$ cat src/rtl/mem_bus_master_if.sv
// ============================================================================
// Module   : mem_bus_master_if
// Brief    : CPU request ports and single-port word memory bus for mem_bus_master.
// Revision : 1.0 - initial release
// ============================================================================
`default_nettype none

interface mem_bus_master_if #(
    parameter int WORD_SIZE = 16
);
    logic                 i_req;
    logic [WORD_SIZE-1:0] i_addr;
    logic                 i_ack;
    logic [WORD_SIZE-1:0] i_rdata;
    logic                 d_req;
    logic                 d_we;
    logic [WORD_SIZE-1:0] d_addr;
    logic [WORD_SIZE-1:0] d_wdata;
    logic                 d_ack;
    logic [WORD_SIZE-1:0] d_rdata;
    logic                 err;
    logic                 busy;
    logic                 mem_on;
    logic                 mem_w;
    logic [WORD_SIZE-1:0] mem_addr;
    logic [WORD_SIZE-1:0] mem_wdata;
    logic [WORD_SIZE-1:0] mem_rdata;

    modport master (
        input  i_req, i_addr, d_req, d_we, d_addr, d_wdata, mem_rdata,
        output i_ack, i_rdata, d_ack, d_rdata, err, busy,
               mem_on, mem_w, mem_addr, mem_wdata
    );

    modport slave (
        output i_req, i_addr, d_req, d_we, d_addr, d_wdata, mem_rdata,
        input  i_ack, i_rdata, d_ack, d_rdata, err, busy,
               mem_on, mem_w, mem_addr, mem_wdata
    );
endinterface

`default_nettype wire

$ cat src/rtl/mem_bus_master.sv
// ============================================================================
// Module   : mem_bus_master
// Brief    : Round-robin fetch/data initiator for a single-port word memory;
//            one access at a time, IDLE -> ACCESS -> DONE.
//            Optional macro MEM_BUS_MASTER_BOUND_CHECK_EN: out-of-range
//            addresses complete with ERR instead of reaching the bus.
// Revision : 1.0 - initial release
// ============================================================================
`default_nettype none

module mem_bus_master #(
    parameter int WORD_SIZE = 16,
    parameter int MEM_DEPTH = 16
) (
    input  wire logic              clk,
    input  wire logic              rst_n,
    mem_bus_master_if.master       bus
);

    typedef enum logic [1:0] {
        ST_IDLE   = 2'd0,
        ST_ACCESS = 2'd1,
        ST_DONE   = 2'd2
    } state_t;

    state_t               r_state;
    state_t               w_state_nxt;

    logic                 r_last_d;
    logic                 r_sel_d;
    logic                 r_we;
    logic                 r_i_ack;
    logic                 r_d_ack;
    logic [WORD_SIZE-1:0] r_i_rdata;
    logic [WORD_SIZE-1:0] r_d_rdata;
    logic                 r_busy;
    logic                 r_mem_on;
    logic                 r_mem_w;
    logic [WORD_SIZE-1:0] r_mem_addr;
    logic [WORD_SIZE-1:0] r_mem_wdata;

    logic                 w_grant;
    logic                 w_gnt_d;
    logic                 w_oob;
    logic                 w_store;
    logic [WORD_SIZE-1:0] w_addr;

`ifdef MEM_BUS_MASTER_BOUND_CHECK_EN
    localparam logic [WORD_SIZE:0] c_depth = (WORD_SIZE+1)'(MEM_DEPTH);
    logic                 r_err;
`else
    if (MEM_DEPTH < 1) begin : g_depth_invalid
    end
`endif

    always_ff @(posedge clk or negedge rst_n) begin
        if (!rst_n) begin
            r_state <= ST_IDLE;
        end else begin
            r_state <= w_state_nxt;
        end
    end

    // Both requesting: the port not granted last time wins.
    always_comb begin
        w_state_nxt = r_state;
        w_grant     = 1'b0;
        w_gnt_d     = 1'b0;
        w_oob       = 1'b0;
        w_addr      = bus.i_addr;
        w_store     = 1'b0;
        case (r_state)
            ST_IDLE: begin
                if (bus.i_req || bus.d_req) begin
                    w_grant = 1'b1;
                    w_gnt_d = bus.d_req && (!bus.i_req || !r_last_d);
                    w_addr  = w_gnt_d ? bus.d_addr : bus.i_addr;
                    w_store = w_gnt_d && bus.d_we;
`ifdef MEM_BUS_MASTER_BOUND_CHECK_EN
                    w_oob   = ({1'b0, w_addr} >= c_depth);
`endif
                    w_state_nxt = w_oob ? ST_DONE : ST_ACCESS;
                end
            end
            ST_ACCESS: w_state_nxt = ST_DONE;
            ST_DONE:   w_state_nxt = ST_IDLE;
            default:   w_state_nxt = ST_IDLE;
        endcase
    end

    always_ff @(posedge clk or negedge rst_n) begin
        if (!rst_n) begin
            r_last_d    <= 1'b0;
            r_sel_d     <= 1'b0;
            r_we        <= 1'b0;
            r_i_ack     <= 1'b0;
            r_d_ack     <= 1'b0;
            r_i_rdata   <= '0;
            r_d_rdata   <= '0;
            r_busy      <= 1'b0;
            r_mem_on    <= 1'b0;
            r_mem_w     <= 1'b0;
            r_mem_addr  <= '0;
            r_mem_wdata <= '0;
`ifdef MEM_BUS_MASTER_BOUND_CHECK_EN
            r_err       <= 1'b0;
`endif
        end else begin
            r_i_ack <= 1'b0;
            r_d_ack <= 1'b0;
            r_busy  <= (w_state_nxt != ST_IDLE);
`ifdef MEM_BUS_MASTER_BOUND_CHECK_EN
            r_err   <= 1'b0;
`endif
            case (r_state)
                ST_IDLE: begin
                    if (w_grant) begin
                        r_sel_d     <= w_gnt_d;
                        r_we        <= w_store;
                        r_mem_addr  <= w_addr;
                        r_mem_wdata <= w_gnt_d ? bus.d_wdata : '0;
                        if (w_oob) begin
                            // Rejected access: complete immediately, bus stays quiet.
                            r_i_ack <= !w_gnt_d;
                            r_d_ack <= w_gnt_d;
`ifdef MEM_BUS_MASTER_BOUND_CHECK_EN
                            r_err   <= 1'b1;
`endif
                            if (!w_gnt_d) begin
                                r_i_rdata <= '0;
                            end else if (!w_store) begin
                                r_d_rdata <= '0;
                            end
                        end else begin
                            r_mem_on <= 1'b1;
                            r_mem_w  <= w_store;
                        end
                    end
                end
                ST_ACCESS: begin
                    r_mem_on <= 1'b0;
                    r_mem_w  <= 1'b0;
                    r_i_ack  <= !r_sel_d;
                    r_d_ack  <= r_sel_d;
                    if (!r_we) begin
                        if (r_sel_d) begin
                            r_d_rdata <= bus.mem_rdata;
                        end else begin
                            r_i_rdata <= bus.mem_rdata;
                        end
                    end
                end
                ST_DONE: begin
                    r_last_d <= r_sel_d;
                end
                default: ;
            endcase
        end
    end

    assign bus.i_ack     = r_i_ack;
    assign bus.d_ack     = r_d_ack;
    assign bus.i_rdata   = r_i_rdata;
    assign bus.d_rdata   = r_d_rdata;
    assign bus.busy      = r_busy;
    assign bus.mem_on    = r_mem_on;
    assign bus.mem_w     = r_mem_w;
    assign bus.mem_addr  = r_mem_addr;
    assign bus.mem_wdata = r_mem_wdata;
`ifdef MEM_BUS_MASTER_BOUND_CHECK_EN
    assign bus.err       = r_err;
`else
    assign bus.err       = 1'b0;
`endif

endmodule

`default_nettype wire

$ cat src/flat_wrapper.sv
// flat-port wrapper written by rule: the top's interface ports become plain ports
module mem_bus_master_flat 
#(
    parameter int WORD_SIZE = 16,
    parameter int MEM_DEPTH = 16
)
  (clk, rst_n, bus_i_req, bus_i_addr, bus_d_req, bus_d_we, bus_d_addr, bus_d_wdata, bus_mem_rdata, bus_i_ack, bus_i_rdata, bus_d_ack, bus_d_rdata, bus_err, bus_busy, bus_mem_on, bus_mem_w, bus_mem_addr, bus_mem_wdata);
  mem_bus_master_if #(.WORD_SIZE(WORD_SIZE)) bus_i ();
  input  wire logic clk;
  input  wire logic rst_n;
  input wire logic [$bits(bus_i.i_req)-1:0] bus_i_req;
  input wire logic [$bits(bus_i.i_addr)-1:0] bus_i_addr;
  input wire logic [$bits(bus_i.d_req)-1:0] bus_d_req;
  input wire logic [$bits(bus_i.d_we)-1:0] bus_d_we;
  input wire logic [$bits(bus_i.d_addr)-1:0] bus_d_addr;
  input wire logic [$bits(bus_i.d_wdata)-1:0] bus_d_wdata;
  input wire logic [$bits(bus_i.mem_rdata)-1:0] bus_mem_rdata;
  output wire logic [$bits(bus_i.i_ack)-1:0] bus_i_ack;
  output wire logic [$bits(bus_i.i_rdata)-1:0] bus_i_rdata;
  output wire logic [$bits(bus_i.d_ack)-1:0] bus_d_ack;
  output wire logic [$bits(bus_i.d_rdata)-1:0] bus_d_rdata;
  output wire logic [$bits(bus_i.err)-1:0] bus_err;
  output wire logic [$bits(bus_i.busy)-1:0] bus_busy;
  output wire logic [$bits(bus_i.mem_on)-1:0] bus_mem_on;
  output wire logic [$bits(bus_i.mem_w)-1:0] bus_mem_w;
  output wire logic [$bits(bus_i.mem_addr)-1:0] bus_mem_addr;
  output wire logic [$bits(bus_i.mem_wdata)-1:0] bus_mem_wdata;
  assign bus_i.i_req = bus_i_req;
  assign bus_i.i_addr = bus_i_addr;
  assign bus_i.d_req = bus_d_req;
  assign bus_i.d_we = bus_d_we;
  assign bus_i.d_addr = bus_d_addr;
  assign bus_i.d_wdata = bus_d_wdata;
  assign bus_i.mem_rdata = bus_mem_rdata;
  assign bus_i_ack = bus_i.i_ack;
  assign bus_i_rdata = bus_i.i_rdata;
  assign bus_d_ack = bus_i.d_ack;
  assign bus_d_rdata = bus_i.d_rdata;
  assign bus_err = bus_i.err;
  assign bus_busy = bus_i.busy;
  assign bus_mem_on = bus_i.mem_on;
  assign bus_mem_w = bus_i.mem_w;
  assign bus_mem_addr = bus_i.mem_addr;
  assign bus_mem_wdata = bus_i.mem_wdata;
  mem_bus_master #(.WORD_SIZE(WORD_SIZE), .MEM_DEPTH(MEM_DEPTH)) u_core (.clk(clk), .rst_n(rst_n), .bus(bus_i));
endmodule
$ cat config.mk
export PLATFORM = sky130hd
export DESIGN_NAME = mem_bus_master_flat
export DESIGN_NICKNAME = d
export VERILOG_FILES = /design/src/rtl/mem_bus_master_if.sv /design/src/rtl/mem_bus_master.sv /design/src/flat_wrapper.sv
export SDC_FILE = /design/constraint.sdc
export NUM_CORES = 1
export LEC_CHECK = 0
export CORE_UTILIZATION = 25
export DETAILED_ROUTE_END_ITERATION = 10
export GPL_TIMING_DRIVEN = 0
export PLACE_DENSITY = 0.58
export RECOVER_POWER = 25
export SYNTH_ARGS = -nofsm -noshare
export SYNTH_HDL_FRONTEND = slang
export SYNTH_SLANG_ARGS = --single-unit
$ cat constraint.sdc
create_clock -name clk -period 3.75 [get_ports clk]
set_input_delay 0.9375 -clock clk [delete_from_list [all_inputs] [get_ports clk]]
set_output_delay 0.9375 -clock clk [all_outputs]
set_load 0.1 [all_outputs]
Word level (Yosys, flattened, before mapping)

Cells that the tools add are included.

Word-level logic and storage cells: 48
Register bits after elaboration: 74
Output and inout port bits: 70

Bitwise gates (word level): 2
Reductions and logical operators: 14
Mux-type cells: 16
Equality and inequality tests: 3

Operators with widths:

| operator                                       | number |
|---|---|
| 2-to-1 mux 16 bit                              | 3 |
| 2-to-1 mux 1 bit                               | 9 |
| AND reduction 3 bit                            | 2 |
| case mux 1 bit (2 select lines)                | 2 |
| case mux 2 bit (2 select lines)                | 1 |
| AND reduction 2 bit                            | 2 |
| nonzero test 2 bit                             | 2 |
| logical NOT 1 bit                              | 3 |
| == test 2 x 1 -> 1 bit (second input constant) | 1 |
| == test 2 bit (second input constant)          | 1 |
| logical AND 1 bit                              | 2 |
| logical NOT 2 bit                              | 1 |
| logical OR 1 bit                               | 2 |
| 2-to-1 mux 2 bit                               | 1 |
| != test 2 x 1 -> 1 bit (second input constant) | 1 |
| NOT 1 bit                                      | 2 |

Longest topological paths before layout

Depth in word-level cells: 7
Gate-level depth with buffers: 5

Worst setup path after synthesis

Ideal clock, no wire load.

Path kind: input -> register
From: in bus_d_req
To: reg u_core.r_mem_addr[10] (netlist: u_core.bus.mem_addr[10])
Buffers on the path: 1
Arrival time: 1987 ps
Slack: 1637 ps
Required time: 3624 ps
Stages on the path: 4
Path through: a21boi_2 > buf_6 > mux2_2 > mux2_2

Word-level cells in the longest chain between the ends: 4

Ends and longest elaborated chain:

| what                          | RTL line              | RTL |
|---|---|---|
| from (decl)                   | flat_wrapper.sv:13    | `input wire logic [$bits(bus_i.d_req)-1:0] bus_d_req;` |
| logical OR 1 bit              | mem_bus_master.sv:74  | `if (bus.i_req \|\| bus.d_req) begin` |
| 2-to-1 mux 1 bit              | mem_bus_master.sv:74  |  |
| 2-to-1 mux 1 bit              | mem_bus_master.sv:72  | `case (r_state)` |
| AND reduction 2 bit (no line) | --                    |  |
| to (signal assigned)          | mem_bus_master.sv:120 | `r_mem_addr <= w_addr;` |
| to (decl)                     | mem_bus_master.sv:39  | `logic [WORD_SIZE-1:0] r_mem_addr;` |

Several ways; a longest one is shown, not always the timed one.
A chain may end at the register's enable or synchronous reset.

Final worst setup path

From: reg u_core.r_d_rdata[10] (netlist: u_core.bus.d_rdata[10])
To: out bus_d_rdata[10]

RTL lines:

| what                   | RTL line              | RTL |
|---|---|---|
| from (decl)            | mem_bus_master.sv:35  | `logic [WORD_SIZE-1:0] r_d_rdata;` |
| from (signal assigned) | mem_bus_master.sv:147 | `r_d_rdata <= bus.mem_rdata;` |
| to (decl)              | flat_wrapper.sv:21    | `output wire logic [$bits(bus_i.d_rdata)-1:0] bus_d_rdata;` |

No word-level cell between the ends.

==> qor.csv <==
stage,metric,value,unit
clock_network,cts_hold_buf,0,
global_routing,grt_pass1_wl,11700,um
setup_path,rrSetupSlack,1.90,ns
global_routing,gr-total-overflow,0,
routing,route.detailed.drc,8,
setup_path,slowest_delay,1.15,ns
die,die_area,12600,um^2
sta,min_period_over_period,74.1,%
sta,min_period,2.78,ns
synthesis,synth-seq-cells,74,
clock_network,cts.sinks,74,
clock_network,cts_tree,done,
synthesis,async_flop_share,100,%
clock_network,clock_path_buffers,2,
worst_hold_path,whs_path_depth,2,
routing,num_vias,2059,
sta,hold_violations,0,
cells_and_area,finalCoreUtilization,42.3,%
setup_path,r2r-end,u_core.bus.i_rdata[13],
clock_network,clock_insertion_delay_worst_skew,0.33,ns
clock_network,cts_setup_buffers,0,
placement,dp.cells,469,
sta,fin_hold_ws,0.495,ns
cells_and_area,drive_above_1_share,27.2,%
cells_and_area,diodes,0,
global_routing,grt.met1_usage,15.0,%
die,core_area,11600,um^2
status,status,"finished, violations left",
sta,worst_pin_slew,2.03,ns
synthesis,synth_area_per_cell,16.1,um^2
clock_network,clock-root-buffer,clkbuf_16,
die,fp.dieW,112,um
synthesis,synth-edff-count,0,
setup_path,cp.arrival,1.84,ns
cells_and_area,post-route-cell-area,4910,um^2
worst_hold_path,min_from,u_core.bus.mem_on,
status,violations,"DRC, capacitance limit, slew limit",
placement,portBuffers,137,
global_routing,gr-max-usage-layer,met2,
setup_path,startpoint_type,register,
synthesis,syn_area,3030,um^2
routing,wl,7070,um
die,fp-row-count,39,
clock_network,htreeDepth,3,
die,die_y,112,um
global_routing,antenna_found_initial,0,
cells_and_area,syn2layout_area_growth,61.9,%
synthesis,synth_cell_types,22,
placement,dp_hpwl,5240,um
sta,report.final.slew_viol_count,37,
worst_hold_path,min_to,u_core.bus.mem_on,
synthesis,synth.most_common_cell,dfrtp_1,
setup_path,worst-r2r-cell-count,5,
synthesis,synthCells,188,
worst_hold_path,hold_class,reg -> reg,
clock_network,clkSlewWorstSetupHoldPaths,0.07,ns
setup_path,endpoint_kind,primary output,
placement,gp_congestion,0.659,
setup_path,cp_max_fo,2,
sta,fmax,360,MHz
synthesis,synth_nets,257,
clock_network,cts.repair.resized,0,
cells_and_area,regArea,1850,um^2
sta,setup_viol,0,
synthesis,yosys-top-cells-count,"dfrtp_1, mux2_2, mux2_4, a22o_1, buf_2",
sta,rsz0062_at_grt,no,
synthesis,yosys.area.top_type,dfrtp_1,
routing,drt-vias-per-instance,4.25,
cells_and_area,n_fill_cell,1079,
routing,firstDrtPassIters,7,
setup_path,cp.required,2.81,ns
global_routing,grtUsageMet3,3.02,%
global_routing,grt_usage,11.9,%
global_routing,grt_pass1_vias,2282,
synthesis,ys.flop_type,dfrtp_1,
synthesis,yosysWarnings,0,
cells_and_area,layout.cells.non_filler,485,
setup_path,cpMaxStageDelayCell,clkdlybuf4s50_1,
sta,maxSlewHeadroom,-35.4,%
die,io_pins,139,
clock_network,cts_buffers,9,
job,cap_violations,1,
routing,wl_per_cell,14.6,um
routing,drtIter0Drc,93,
setup_path,cp_cell_sequence,clkdlybuf4s50_1,
synthesis,yosysTopAreaCellShare,61.1,%
cells_and_area,fin_nets,406,
setup_path,crit_family,buffers and inverters,
placement,place_area,4600,um^2
synthesis,yosysSeqAreaShare,61.1,%
cells_and_area,multi_input_area,1070,um^2
setup_path,timing.rr.start,u_core.r_state[1],
sta,skew,0.0121,ns
global_routing,grt_max_degree,39,
routing,postRouteAntennaNets,0,
synthesis,yosys-top-cells-area,"dfrtp_1, mux2_2, mux2_4",
die,initial_core_util,26.1,%
setup_path,path_class,reg -> out,
setup_path,cp.buffers_inverters,1,
global_routing,use_met2,19.6,%
-- layer usage --
layer	vias up	wire [um]	share of wire, %
li1	971	-	-
met1	1016	3140	44
met2	65	3450	49
met3	7	386	5.5
met4	0	95	1.3
met5	-	0	0
-- layout by cell type (no fill, tap or decap) --
cell	count
o31ai_1	1
and3_1	1
a32o_1	1
nor3_4	2
clkdlybuf4s50_1	136
nor2_1	3
bufinv_16	2
clkbuf_1	3
mux2_4	20
mux2_2	44
clkinv_4	1
nand2_1	4
clkbuf_16	9
dfrtp_1	74
conb_1	1
buf_4	1
a22o_1	17
nand2b_1	1
buf_2	5
a21o_1	1
a21boi_2	1
clkinvlp_4	2
clkinv_2	2
inv_1	4
buf_12	3
o21ai_0	2
buf_6	1
-- through the flow --
stage                     setup slack, ns  TNS [ns]
after floorplan                      1.64         0
after global placement             -0.884    -65.11
after detailed placement            0.924         0
after CTS                           0.954         0
after global routing                0.931         0
final                               0.969         0
-- registers in the layout, indices dropped and copies added, names as in the netlist --
register / flops
u_core.bus.i_ack: 1
u_core.bus.mem_w: 1
u_core.bus.mem_on: 1
u_core.bus.mem_wdata: 16
u_core.r_we: 1
u_core.r_sel_d: 1
u_core.r_last_d: 1
u_core.bus.i_rdata: 16
u_core.bus.mem_addr: 16
u_core.bus.d_ack: 1
u_core.bus.d_rdata: 16
u_core.r_state: 2
u_core.bus.busy: 1
-- cell families after synthesis --
| logic type | synth area share, % |
|---|---|
| compound gates | 6.44 |
| flops | 61.1 |
| mux | 26.2 |
| other cells | 0.124 |
| simple gates | 2.35 |
| buf+inv | 3.76 |
-- how the worst max path moves through the flow --
stage	cells after the start	from	slack, ns	end
2_1_floorplan	4	bus_d_req	1.64	u_core.bus.mem_addr[10]
3_3_place_gp	1	rst_n	-0.88	u_core.bus.mem_addr[14]
3_5_place_dp	5	bus_d_req	0.92	u_core.bus.mem_addr[9]
4_1_cts	1	u_core.bus.d_rdata[12]	0.95	bus_d_rdata[12]
5_1_grt	1	u_core.bus.mem_wdata[14]	0.93	bus_mem_wdata[14]
6_report	1	u_core.bus.d_rdata[10]	0.97	bus_d_rdata[10]
-- layout make-up --
class / instances / area share [%]
clock inverter: 7 / 1.91
buffer: 11 / 1.86
clock buffer: 9 / 4.59
timing repair buffer: 138 / 28.2
multi-input combinational: 99 / 21.7
tap: 143 / 3.65
sequential: 74 / 37.7
inverter: 4 / 0.306
Power is not shown: default switching activity piles up to over one toggle a cycle in this logic, so the estimate is an artifact.
